## config.mk

```make
export PLATFORM = sky130hd
export DESIGN_NAME = tl_ad_channel_buffer
export DESIGN_NICKNAME = d
export VERILOG_FILES = /design/src/rtl/tl_ad_channel_buffer.sv
export SDC_FILE = /design/constraint.sdc
export NUM_CORES = 1
export LEC_CHECK = 0
export ABC_CLOCK_PERIOD_IN_PS = 9750
export BUFFER_PORTS_ARGS = -buffer_cell sky130_fd_sc_hd__buf_4
export CELL_PAD_IN_SITES_DETAIL_PLACEMENT = 1
export CELL_PAD_IN_SITES_GLOBAL_PLACEMENT = 1
export CORE_MARGIN = 5
export CORE_UTILIZATION = 44
export DETAILED_ROUTE_END_ITERATION = 12
export PLACE_DENSITY = 0.8
export SYNTH_ARGS = -nofsm -noshare
export SYNTH_HDL_FRONTEND = slang
export SYNTH_HIERARCHICAL = 1
export SYNTH_SLANG_ARGS = --single-unit
```

## constraint.sdc

```tcl
create_clock -name clock -period 9.75 [get_ports clock]
set_input_delay 0 -clock clock [delete_from_list [all_inputs] [get_ports clock]]
set_output_delay 0 -clock clock [all_outputs]
set_load 0.005 [all_outputs]
```

## src/rtl/tl_ad_channel_buffer.sv

```systemverilog
// TileLink A/D channel buffer: one registered circular FIFO per channel,
// placed behind the 64-bit width widget to cut the ready/valid timing paths.
// Beats pass through unmodified and in strict order on each channel.

module tl_ad_fifo #(
  parameter int W     = 8,
  parameter int DEPTH = 2
) (
  input  logic         clock,
  input  logic         reset,
  input  logic         i_enq_valid,
  output logic         o_enq_ready,
  input  logic [W-1:0] i_enq_bits,
  output logic         o_deq_valid,
  input  logic         i_deq_ready,
  output logic [W-1:0] o_deq_bits
);
  localparam int PTR_W = (DEPTH > 1) ? $clog2(DEPTH) : 1;
  localparam logic [PTR_W-1:0] LAST = PTR_W'(DEPTH - 1);

  logic [W-1:0]     r_mem [DEPTH];
  logic [PTR_W-1:0] r_wr_ptr;
  logic [PTR_W-1:0] r_rd_ptr;
  logic             r_maybe_full;

  logic w_ptr_match;
  logic w_empty;
  logic w_full;
  logic w_enq;
  logic w_deq;

  assign w_ptr_match = (r_wr_ptr == r_rd_ptr);
  assign w_empty     = w_ptr_match & ~r_maybe_full;
  assign w_full      = w_ptr_match & r_maybe_full;
  assign o_enq_ready = ~w_full;
  assign o_deq_valid = ~w_empty;
  assign w_enq       = i_enq_valid & ~w_full;
  assign w_deq       = i_deq_ready & ~w_empty;
  // Output comes straight from storage so bits stay put while stalled.
  assign o_deq_bits  = r_mem[r_rd_ptr];

  // Payload storage; contents are meaningless until written, so no reset.
  always_ff @(posedge clock) begin
    if (w_enq) begin
      r_mem[r_wr_ptr] <= i_enq_bits;
    end
  end

  // Pointer and occupancy tracking; explicit wrap handles non-power-of-2 depths.
  always_ff @(posedge clock or negedge reset) begin
    if (!reset) begin
      r_wr_ptr     <= '0;
      r_rd_ptr     <= '0;
      r_maybe_full <= 1'b0;
    end else begin
      if (w_enq) begin
        r_wr_ptr <= (r_wr_ptr == LAST) ? '0 : r_wr_ptr + PTR_W'(1);
      end
      if (w_deq) begin
        r_rd_ptr <= (r_rd_ptr == LAST) ? '0 : r_rd_ptr + PTR_W'(1);
      end
      if (w_enq != w_deq) begin
        r_maybe_full <= w_enq;
      end
    end
  end
endmodule

module tl_ad_channel_buffer #(
  parameter int A_DEPTH = 2,
  parameter int D_DEPTH = 2,
  parameter int ADDR_W  = 31,
  parameter int DATA_W  = 64,
  parameter int SRC_W   = 3,
  parameter int SIZE_W  = 4
) (
  input  logic                clock,
  input  logic                reset,
  // A channel from upstream
  output logic                auto_in_a_ready,
  input  logic                auto_in_a_valid,
  input  logic [2:0]          auto_in_a_bits_opcode,
  input  logic [2:0]          auto_in_a_bits_param,
  input  logic [SIZE_W-1:0]   auto_in_a_bits_size,
  input  logic [SRC_W-1:0]    auto_in_a_bits_source,
  input  logic [ADDR_W-1:0]   auto_in_a_bits_address,
  input  logic [DATA_W/8-1:0] auto_in_a_bits_mask,
  input  logic [DATA_W-1:0]   auto_in_a_bits_data,
  input  logic                auto_in_a_bits_corrupt,
  // D channel toward upstream
  input  logic                auto_in_d_ready,
  output logic                auto_in_d_valid,
  output logic [2:0]          auto_in_d_bits_opcode,
  output logic [1:0]          auto_in_d_bits_param,
  output logic [SIZE_W-1:0]   auto_in_d_bits_size,
  output logic [SRC_W-1:0]    auto_in_d_bits_source,
  output logic                auto_in_d_bits_sink,
  output logic                auto_in_d_bits_denied,
  output logic [DATA_W-1:0]   auto_in_d_bits_data,
  output logic                auto_in_d_bits_corrupt,
  // A channel toward downstream
  input  logic                auto_out_a_ready,
  output logic                auto_out_a_valid,
  output logic [2:0]          auto_out_a_bits_opcode,
  output logic [2:0]          auto_out_a_bits_param,
  output logic [SIZE_W-1:0]   auto_out_a_bits_size,
  output logic [SRC_W-1:0]    auto_out_a_bits_source,
  output logic [ADDR_W-1:0]   auto_out_a_bits_address,
  output logic [DATA_W/8-1:0] auto_out_a_bits_mask,
  output logic [DATA_W-1:0]   auto_out_a_bits_data,
  output logic                auto_out_a_bits_corrupt,
  // D channel from downstream
  output logic                auto_out_d_ready,
  input  logic                auto_out_d_valid,
  input  logic [2:0]          auto_out_d_bits_opcode,
  input  logic [1:0]          auto_out_d_bits_param,
  input  logic [SIZE_W-1:0]   auto_out_d_bits_size,
  input  logic [SRC_W-1:0]    auto_out_d_bits_source,
  input  logic                auto_out_d_bits_sink,
  input  logic                auto_out_d_bits_denied,
  input  logic [DATA_W-1:0]   auto_out_d_bits_data,
  input  logic                auto_out_d_bits_corrupt
);
  localparam int A_W = 3 + 3 + SIZE_W + SRC_W + ADDR_W + DATA_W/8 + DATA_W + 1;
  localparam int D_W = 3 + 2 + SIZE_W + SRC_W + 1 + 1 + DATA_W + 1;

  logic [A_W-1:0] w_a_enq_bits;
  logic [A_W-1:0] w_a_deq_bits;
  logic [D_W-1:0] w_d_enq_bits;
  logic [D_W-1:0] w_d_deq_bits;

  assign w_a_enq_bits = {auto_in_a_bits_opcode, auto_in_a_bits_param, auto_in_a_bits_size,
                         auto_in_a_bits_source, auto_in_a_bits_address, auto_in_a_bits_mask,
                         auto_in_a_bits_data, auto_in_a_bits_corrupt};
  assign {auto_out_a_bits_opcode, auto_out_a_bits_param, auto_out_a_bits_size,
          auto_out_a_bits_source, auto_out_a_bits_address, auto_out_a_bits_mask,
          auto_out_a_bits_data, auto_out_a_bits_corrupt} = w_a_deq_bits;

  assign w_d_enq_bits = {auto_out_d_bits_opcode, auto_out_d_bits_param, auto_out_d_bits_size,
                         auto_out_d_bits_source, auto_out_d_bits_sink, auto_out_d_bits_denied,
                         auto_out_d_bits_data, auto_out_d_bits_corrupt};
  assign {auto_in_d_bits_opcode, auto_in_d_bits_param, auto_in_d_bits_size,
          auto_in_d_bits_source, auto_in_d_bits_sink, auto_in_d_bits_denied,
          auto_in_d_bits_data, auto_in_d_bits_corrupt} = w_d_deq_bits;

  tl_ad_fifo #(.W(A_W), .DEPTH(A_DEPTH)) u_a_fifo (
    .clock       (clock),
    .reset       (reset),
    .i_enq_valid (auto_in_a_valid),
    .o_enq_ready (auto_in_a_ready),
    .i_enq_bits  (w_a_enq_bits),
    .o_deq_valid (auto_out_a_valid),
    .i_deq_ready (auto_out_a_ready),
    .o_deq_bits  (w_a_deq_bits)
  );

  tl_ad_fifo #(.W(D_W), .DEPTH(D_DEPTH)) u_d_fifo (
    .clock       (clock),
    .reset       (reset),
    .i_enq_valid (auto_out_d_valid),
    .o_enq_ready (auto_out_d_ready),
    .i_enq_bits  (w_d_enq_bits),
    .o_deq_valid (auto_in_d_valid),
    .i_deq_ready (auto_in_d_ready),
    .o_deq_bits  (w_d_deq_bits)
  );
endmodule

```

==> metrics.txt, run 1 <==
status finished clean; Setup Skew 0.0166 ns; global-route wire length before repair between 60000 and 70000 um; Slew HR 25.8%; Startpoint Class flip-flop; Final GP Congestion 0.756; port buffer count 401; hold path start auto_in_a_bits_data[22]; final count of hold timing violations 0; pins over their slew limit 0; DR vias 8725; setup bufs post-CTS 0; ys flop type edfxtp_1; Die Y between 150 and 200 um; final worst path period share about a third; drt total wl between 40000 and 50000 um; gr ovfl total 0; DRC Markers 0; FILL cells 2829; register bit total from synthesis 398; reg-to-reg slack, setup 6.52 ns; endpoint class of the critical path flip-flop; final setup violation count 0; post-synthesis cell count approximately 650; XOR/XNOR Fraction of Synth Area 0.118%; post-synthesis compound-gate area fraction 0.910%; DRT Pass-1 Iters 4; Hold Path Sink u_a_fifo/r_mem[0][23]; WL per Instance 25.8 um; Highest Clock Rate 309 MHz; worst skew pair latency 0.53 ns; Layout area overhead 45.6%; detailed-route vias per instance roughly 4.9; max-cap check violation count 0; main combinational cell family by area after synthesis multiplexers; Synth Warn # 6; TritonCTS Sinks 398; clock slew at reported path FFs 0.07 ns; Die Wd just under 200 um; switching pwr 1.69 mW; Worst Hold Class input pin to flip-flop; logic gate share of total power 31.8%; Critical Path Source u_a_fifo/r_rd_ptr; Worst Path Max Fanout 65; Post-synth EDFFs 392; Seq pwr share 42.4%; row cnt 67; initial DRC count a little over 500; GRT Resource Usage Total between 20% and 30%; fin cells 1770; min Tclk post-route roughly 3.2 ns; static leakage approximately 8.3 nW; Syn Area/Cell about 23 um2; antenna viol nets, final 0; initial antenna violation count 6; Detail Placement HPWL 25900 um; total I/O pin count about 400; Syn Nets 855; Setup Crit Path Kind flip-flop to flip-flop; R2R depth 2; Multi-input gate area roughly 2700 um2; largest net degree at the start of global routing 84; r2r endpoint u_a_fifo/r_mem[0][8]; Net count, final 1486; synth unique cells 21; Slew @ Worst Pin ~1.1 ns; Post-Synth Simple-Gate Area less than 1%; Seq/Total Area, Yosys 80.3%; Peak VDD IR between 0.15 and 0.2 mV; setup TNS 0 ns; core area 33400 um2; Hold Crit Depth 2; H-tree Lvls 2; Placement Setup Slack 6.45 ns; CTS Buf Count 42; Initial Utilization 44.4%; fraction of layout cells with a size suffix above 1 50.5%; Cell Area, Synth 14800 um2; CP required 9.90 ns; post-route setup slack 6.52 ns; Sw Share 28.7%; Die ar. roughly 38000 um2; unrepaired setup endpoints after global routing false; number of global-route vias before repair 10100; r2r startpoint u_a_fifo/r_rd_ptr; Max clock buf depth 3; Clock Tree Root clkbuf_16; Reg area 11900 um2; pwr dens roughly 270 nW/um2; Synth Area in Adders 0%; CTS tree yes; P_int roughly 4.2 mW; worst path arrival time 3.39 ns; post-synthesis mux area share between 10% and 20%; Post-synth ARST share 1.51%; dpl cells between 1000 and 1500; CTS resizes 0; clock share of power 25.8%
[cells in the mapped netlist, types with 2 or more instances]
cell type,n,share of area [%]
and3_1,2,0.084
buf_6,15,1.1
dfrtp_1,6,1.0
nand2_1,6,0.15
mux2_4,76,7.7
edfxtp_1,392,79
a31oi_1,2,0.084
a21o_1,2,0.10
inv_1,6,0.15
a21oi_1,2,0.067
o21ai_0,6,0.20
mux2_2,120,9.1
buf_2,6,0.20
xnor2_1,2,0.12
o211a_1,2,0.13
a211oi_1,2,0.10
a2bb2oi_1,2,0.12
[repair_timing]
action / 4_1_cts / 5_1_grt
endpoints found under the setup margin: 0 / 0
endpoints found under the hold margin: 404 / 0
hold buffers: 202 / 0
[final cells by class]
| cell class | count | area share, % |
|---|---|---|
| diodes | 6 | 0.0695 |
| clock buffers | 56 | 5.40 |
| clock inverters | 20 | 0.538 |
| inverters | 6 | 0.104 |
| multi-input cells | 226 | 12.6 |
| flip-flops and latches | 398 | 55.2 |
| well taps | 448 | 2.59 |
| repair buffers | 610 | 23.5 |
[logic make-up after synthesis]
family / Yosys count
AO/OA/AOI/OAI: 20
flip-flops: 398
AND/OR/NAND/NOR: 8
XOR/XNOR: 2
buffers and inverters: 29
multiplexers: 196
[routing by layer]
metal | part of all wire, % | up-vias | track usage [%]
li1 | - | 3871 | -
met3 | 8.7 | 46 | 8.15
met4 | 1.6 | 0 | 5.35
met1 | 37 | 4419 | 26.9
met2 | 53 | 389 | 42.7
met5 | 0 | - | 0
[how the worst max path moves through the flow]
stage	depth (start not counted)	end	slack (ns)
2_1_floorplan	4	u_a_fifo/r_mem[1][0]	2.71
3_5_place_dp	2	u_a_fifo/r_mem[0][108]	6.45
3_3_place_gp	2	u_a_fifo/r_mem[0][73]	6.51
5_1_grt	2	u_a_fifo/r_mem[0][93]	6.34
6_report	2	u_a_fifo/r_mem[0][8]	6.52
4_1_cts	2	u_a_fifo/r_mem[0][108]	6.43
[power by group through the flow]
stage	combinational (mW)	clock [mW]	sequential, mW
floorplan	0.981	0	2.46
global placement	1.75	0	2.48
detailed placement	1.78	0	2.52
CTS	1.86	1.53	2.48
global route	1.99	1.64	2.53
finish	1.88	1.53	2.50
[critical path, stage by stage (launching register included)]
cell and delay, ns:
dfrtp_4 1.11, o211a_4 0.91, buf_4 0.75
[sequential cells by signal, summed over array words and instances, names as in the netlist]
register               flops
u_a_fifo/r_mem           234
u_d_fifo/r_mem           158
u_a_fifo/r_maybe_full      1
u_a_fifo/r_rd_ptr          1
u_a_fifo/r_wr_ptr          1
u_d_fifo/r_maybe_full      1
u_d_fifo/r_rd_ptr          1
u_d_fifo/r_wr_ptr          1
[metrics by stage]
| step | util (%) | power [mW] | hold slack (ns) | instance area (um2) |
|---|---|---|---|---|
| floorplan | - | 3.44 | -0.296 | 14800 |
| global placement | 54.7 | 4.22 | -0.175 | 18300 |
| detailed placement | 54.7 | 4.29 | -0.170 | 18300 |
| CTS | 64.6 | 5.88 | 0.160 | 21600 |
| global route | 64.6 | 6.16 | 0.177 | 21600 |
| finish | 64.6 | 5.91 | 0.188 | 21600 |
[cell usage in the layout (no fill, tap or decap), types with 8 or more instances in the layout]
| master | Yosys | layout |
|---|---|---|
| clkinv_2 | 0 | 8 |
| mux2_2 | 120 | 120 |
| dlygate4sd3_1 | 0 | 202 |
| clkbuf_16 | 0 | 45 |
| buf_4 | 1 | 408 |
| edfxtp_1 | 392 | 392 |
| clkinv_1 | 0 | 10 |
| clkbuf_1 | 0 | 11 |
| mux2_4 | 76 | 76 |
Note: power is estimated with default switching activity, not from simulation.
==> run 2, diff against run 1 <==
- ABC_AREA: not set -> 1
- ABC_CLOCK_PERIOD_IN_PS: 9750 -> 2920
- CORE_UTILIZATION: 44 -> 37
- PLACE_DENSITY: 0.8 -> 0.76
- clock period: 9.75 -> 2.92 ns (I/O delays scaled with it)
==> run 2 against run 1 <==
Compared with the run above:
- critical path depth up 4
- clock power rose to 3.6 times the previous value
- cell count is 27% higher
- total power grew to 3.6 times the previous value
- clock skew shrank 0.0050 ns
- die area increased by 16%
- sequential share of layout area decreased by 0.10 points
- non-clock buffer count grew 6
- hold slack got worse by 0.0058 ns
- register-to-register slack got worse by 5.6 ns
- sequential cell count stayed put
- critical path type is now flip-flop to output pin
- largest cell class unchanged
- largest power group unchanged
- highest routed layer is now met5
==> metrics.txt, run 2 <==
status finished clean; number of global-route vias before repair 12100 (+21%); Net count, final 1890 (+27%); commonest cells after routing, fill and taps aside 604 x nand2_1, 408 x buf_4, 392 x edfxtp_1; Final GP Congestion 0.801 (+6.0%); Peak VDD IR 0.609 mV (+220%); register bit total from synthesis 398 (unchanged); synth cell count leaders 606 x nand2_1, 392 x edfxtp_1, 40 x buf_2; setup bufs post-CTS 0 (unchanged); clock share of power 26.1% (+0.3 points); setup TNS 0 ns (unchanged); unrepaired setup endpoints after global routing false; Most flops, register u_a_fifo/r_mem; switching pwr 7.12 mW (+320%); logic gate share of total power 34.6% (+2.8 points); P_int 14.2 mW (+240%); Die ar. 43400 um2 (+16%); area leader, netlist edfxtp_1; Post-synth ARST share 1.51% (unchanged); Cell Area, Synth 14600 um2 (-2.0%); DR vias 10800 (+24%); Slew @ Worst Pin 0.906 ns (-0.206 ns); row cnt 72 (+7.5%); Initial Utilization 37.6% (-6.8 points); Detail Placement HPWL 27800 um (+7.1%); DRC Markers 0 (unchanged); TritonCTS Sinks 398 (unchanged); Seq/Total Area, Yosys 81.9% (+1.6 points); initial DRC count 693 (+36%); Hold Crit Depth 2 (unchanged); final core occ 55.9% (-8.7 points); worst skew pair latency 0.55 ns (+0.02 ns); Startpoint Class flip-flop; Max clock buf depth 3 (unchanged); antenna viol nets, final 0 (unchanged); DRT Pass-1 Iters 5 (+1); clock slew at reported path FFs 0.06 ns (about the same); total I/O pin count 402 (unchanged); final setup violation count 0 (unchanged); CTS Buf Count 42 (unchanged); share of the synthesized area in the top cell type 80.9% (+1.6 points); count leader, synth nand2_1; CTS tree yes; WL per Instance 22.3 um (-14%); Setup Crit Path Kind flip-flop to output pin; Layout area overhead 48.8%; Highest Clock Rate 390 MHz; Slew HR 39.6% (+14 points); core area 38700 um2 (+16%); Post-synth EDFFs 392 (unchanged); Syn Area/Cell 13.6 um2 (-40%); R2R depth 6 (+4); detailed-route vias per instance 4.83 (-1.9%); Seq pwr share 39.3% (-3.1 points); max reg flops 234 (unchanged); H-tree Lvls 2 (unchanged); endpoint class of the critical path output pin; Syn Nets 1273 (+49%); post-synthesis cell count 1071 (+64%); pins over their slew limit 0 (unchanged); initial antenna violation count 4 (-2); final count of hold timing violations 0 (unchanged); commonest non-fill, non-tap cell in the layout nand2_1; Clock Tree Root clkbuf_16; worst path arrival time 2.56 ns (-0.83 ns); CP required 2.92 ns (-6.98 ns); Die Y 208 um (+7.5%); GRT Resource Usage Total 22.3% (-1.3 points); Worst Hold Class input pin to flip-flop; Setup Skew 0.0116 ns (-0.00497 ns); Synth Warn # 6 (unchanged); fraction of layout cells with a size suffix above 1 28.6% (-22 points); static leakage 9.12 nW (+9.6%); Area contributors post-synth edfxtp_1 81%, nand2_1 16%, buf_2 1.4%; synth unique cells 14 (-33%); global-route wire length before repair 74300 um (+11%); hold slack 0.182 ns (-0.00578 ns); port buffer count 401 (unchanged); Sw Share 33.4% (+4.7 points); drt total wl 49900 um (+9.2%); ys flop type edfxtp_1; gr ovfl total 0 (unchanged); min Tclk post-route roughly 2.6 ns; largest net degree at the start of global routing 98 (+17%); final worst path period share 87.8%; Largest regs u_a_fifo/r_mem (234), u_d_fifo/r_mem (158); Worst Path Max Fanout 61 (-6.2%); pwr dens 984 nW/um2 (+260%); max-cap check violation count 0 (unchanged); Die Wd 208 um (+7.5%); FILL cells 3884 (+37%)
[run 2: layout make-up]
class	count	area, um2	area share (%)
Clock buffer	49	1100	5.07
Sequential cell	398	11900	55.1
Antenna cell	2	5.00	0.0231
Tap cell	518	648	2.99
Clock inverter	27	303	1.40
Timing Repair Buffer	616	5200	24.0
Inverter	8	38.8	0.179
Multi-Input combinational cell	622	2430	11.2
[run 2: power by group through the flow]
stage | logic, mW | clock network, mW | registers [mW]
floorplan | 3.07 | 0 | 8.34
global placement | 6.83 | 0 | 8.31
detailed placement | 6.97 | 0 | 8.41
CTS | 7.28 | 5.62 | 8.31
global route | 8.00 | 5.97 | 8.44
finish | 7.37 | 5.56 | 8.36
[run 2: cell families after synthesis]
kind of cell  after synthesis  synth area share [%]
flops                     398                  81.9
buf+inv                    51                  1.73
simple gates              622                  16.3
[run 2: layer usage]
metal | vias up | part of all wire (%) | track usage, %
li1 | 4852 | - | -
met1 | 5368 | 37 | 26.4
met2 | 514 | 52 | 39.6
met3 | 89 | 8.8 | 6.40
met4 | 4 | 2.5 | 6.46
met5 | - | 0.038 | 0
[run 2: critical path, stage by stage (launching register included)]
cell	delay, ns
dfrtp_4	0.51
inv_4	0.08
buf_4	0.53
buf_6	0.50
nand2_1	0.14
nand2_1	0.11
buf_4	0.11
[run 2: path summary, 6_finish.rpt]
| check | end | slack, ns | start |
|---|---|---|---|
| setup / recovery | auto_out_a_bits_data[23] | 0.36 | u_a_fifo/r_rd_ptr |
| hold / removal | u_d_fifo/r_mem[0][56] | 0.18 | auto_out_d_bits_data[55] |
| setup reg to reg | u_a_fifo/r_mem[0][5] | 0.91 | u_a_fifo/r_wr_ptr |
| hold reg to reg | u_d_fifo/r_wr_ptr | 0.54 | u_d_fifo/r_wr_ptr |
| max in group asynchronous | u_a_fifo/r_rd_ptr | 2.14 | reset |
| min in group asynchronous | u_d_fifo/r_maybe_full | 0.44 | reset |
[run 2: repair_timing]
item                                    4_1_cts  5_1_grt
gates resized for setup                       0        1
hold buffers                                202        0
endpoints found under the setup margin        0        9
endpoints found under the hold margin       404        0
[run 2: per-stage QoR]
stage | worst slack, ns | instance area, um2 | std cells | power, mW
floorplan | -0.0148 | 14600 | 1071 | 11.4
global placement | 0.758 | 18200 | 1960 | 15.1
detailed placement | 0.676 | 18200 | 1960 | 15.4
CTS | 0.0411 | 21600 | 2238 | 21.2
global route | 0.183 | 21600 | 2240 | 22.4
finish | 0.357 | 21600 | 2240 | 21.3
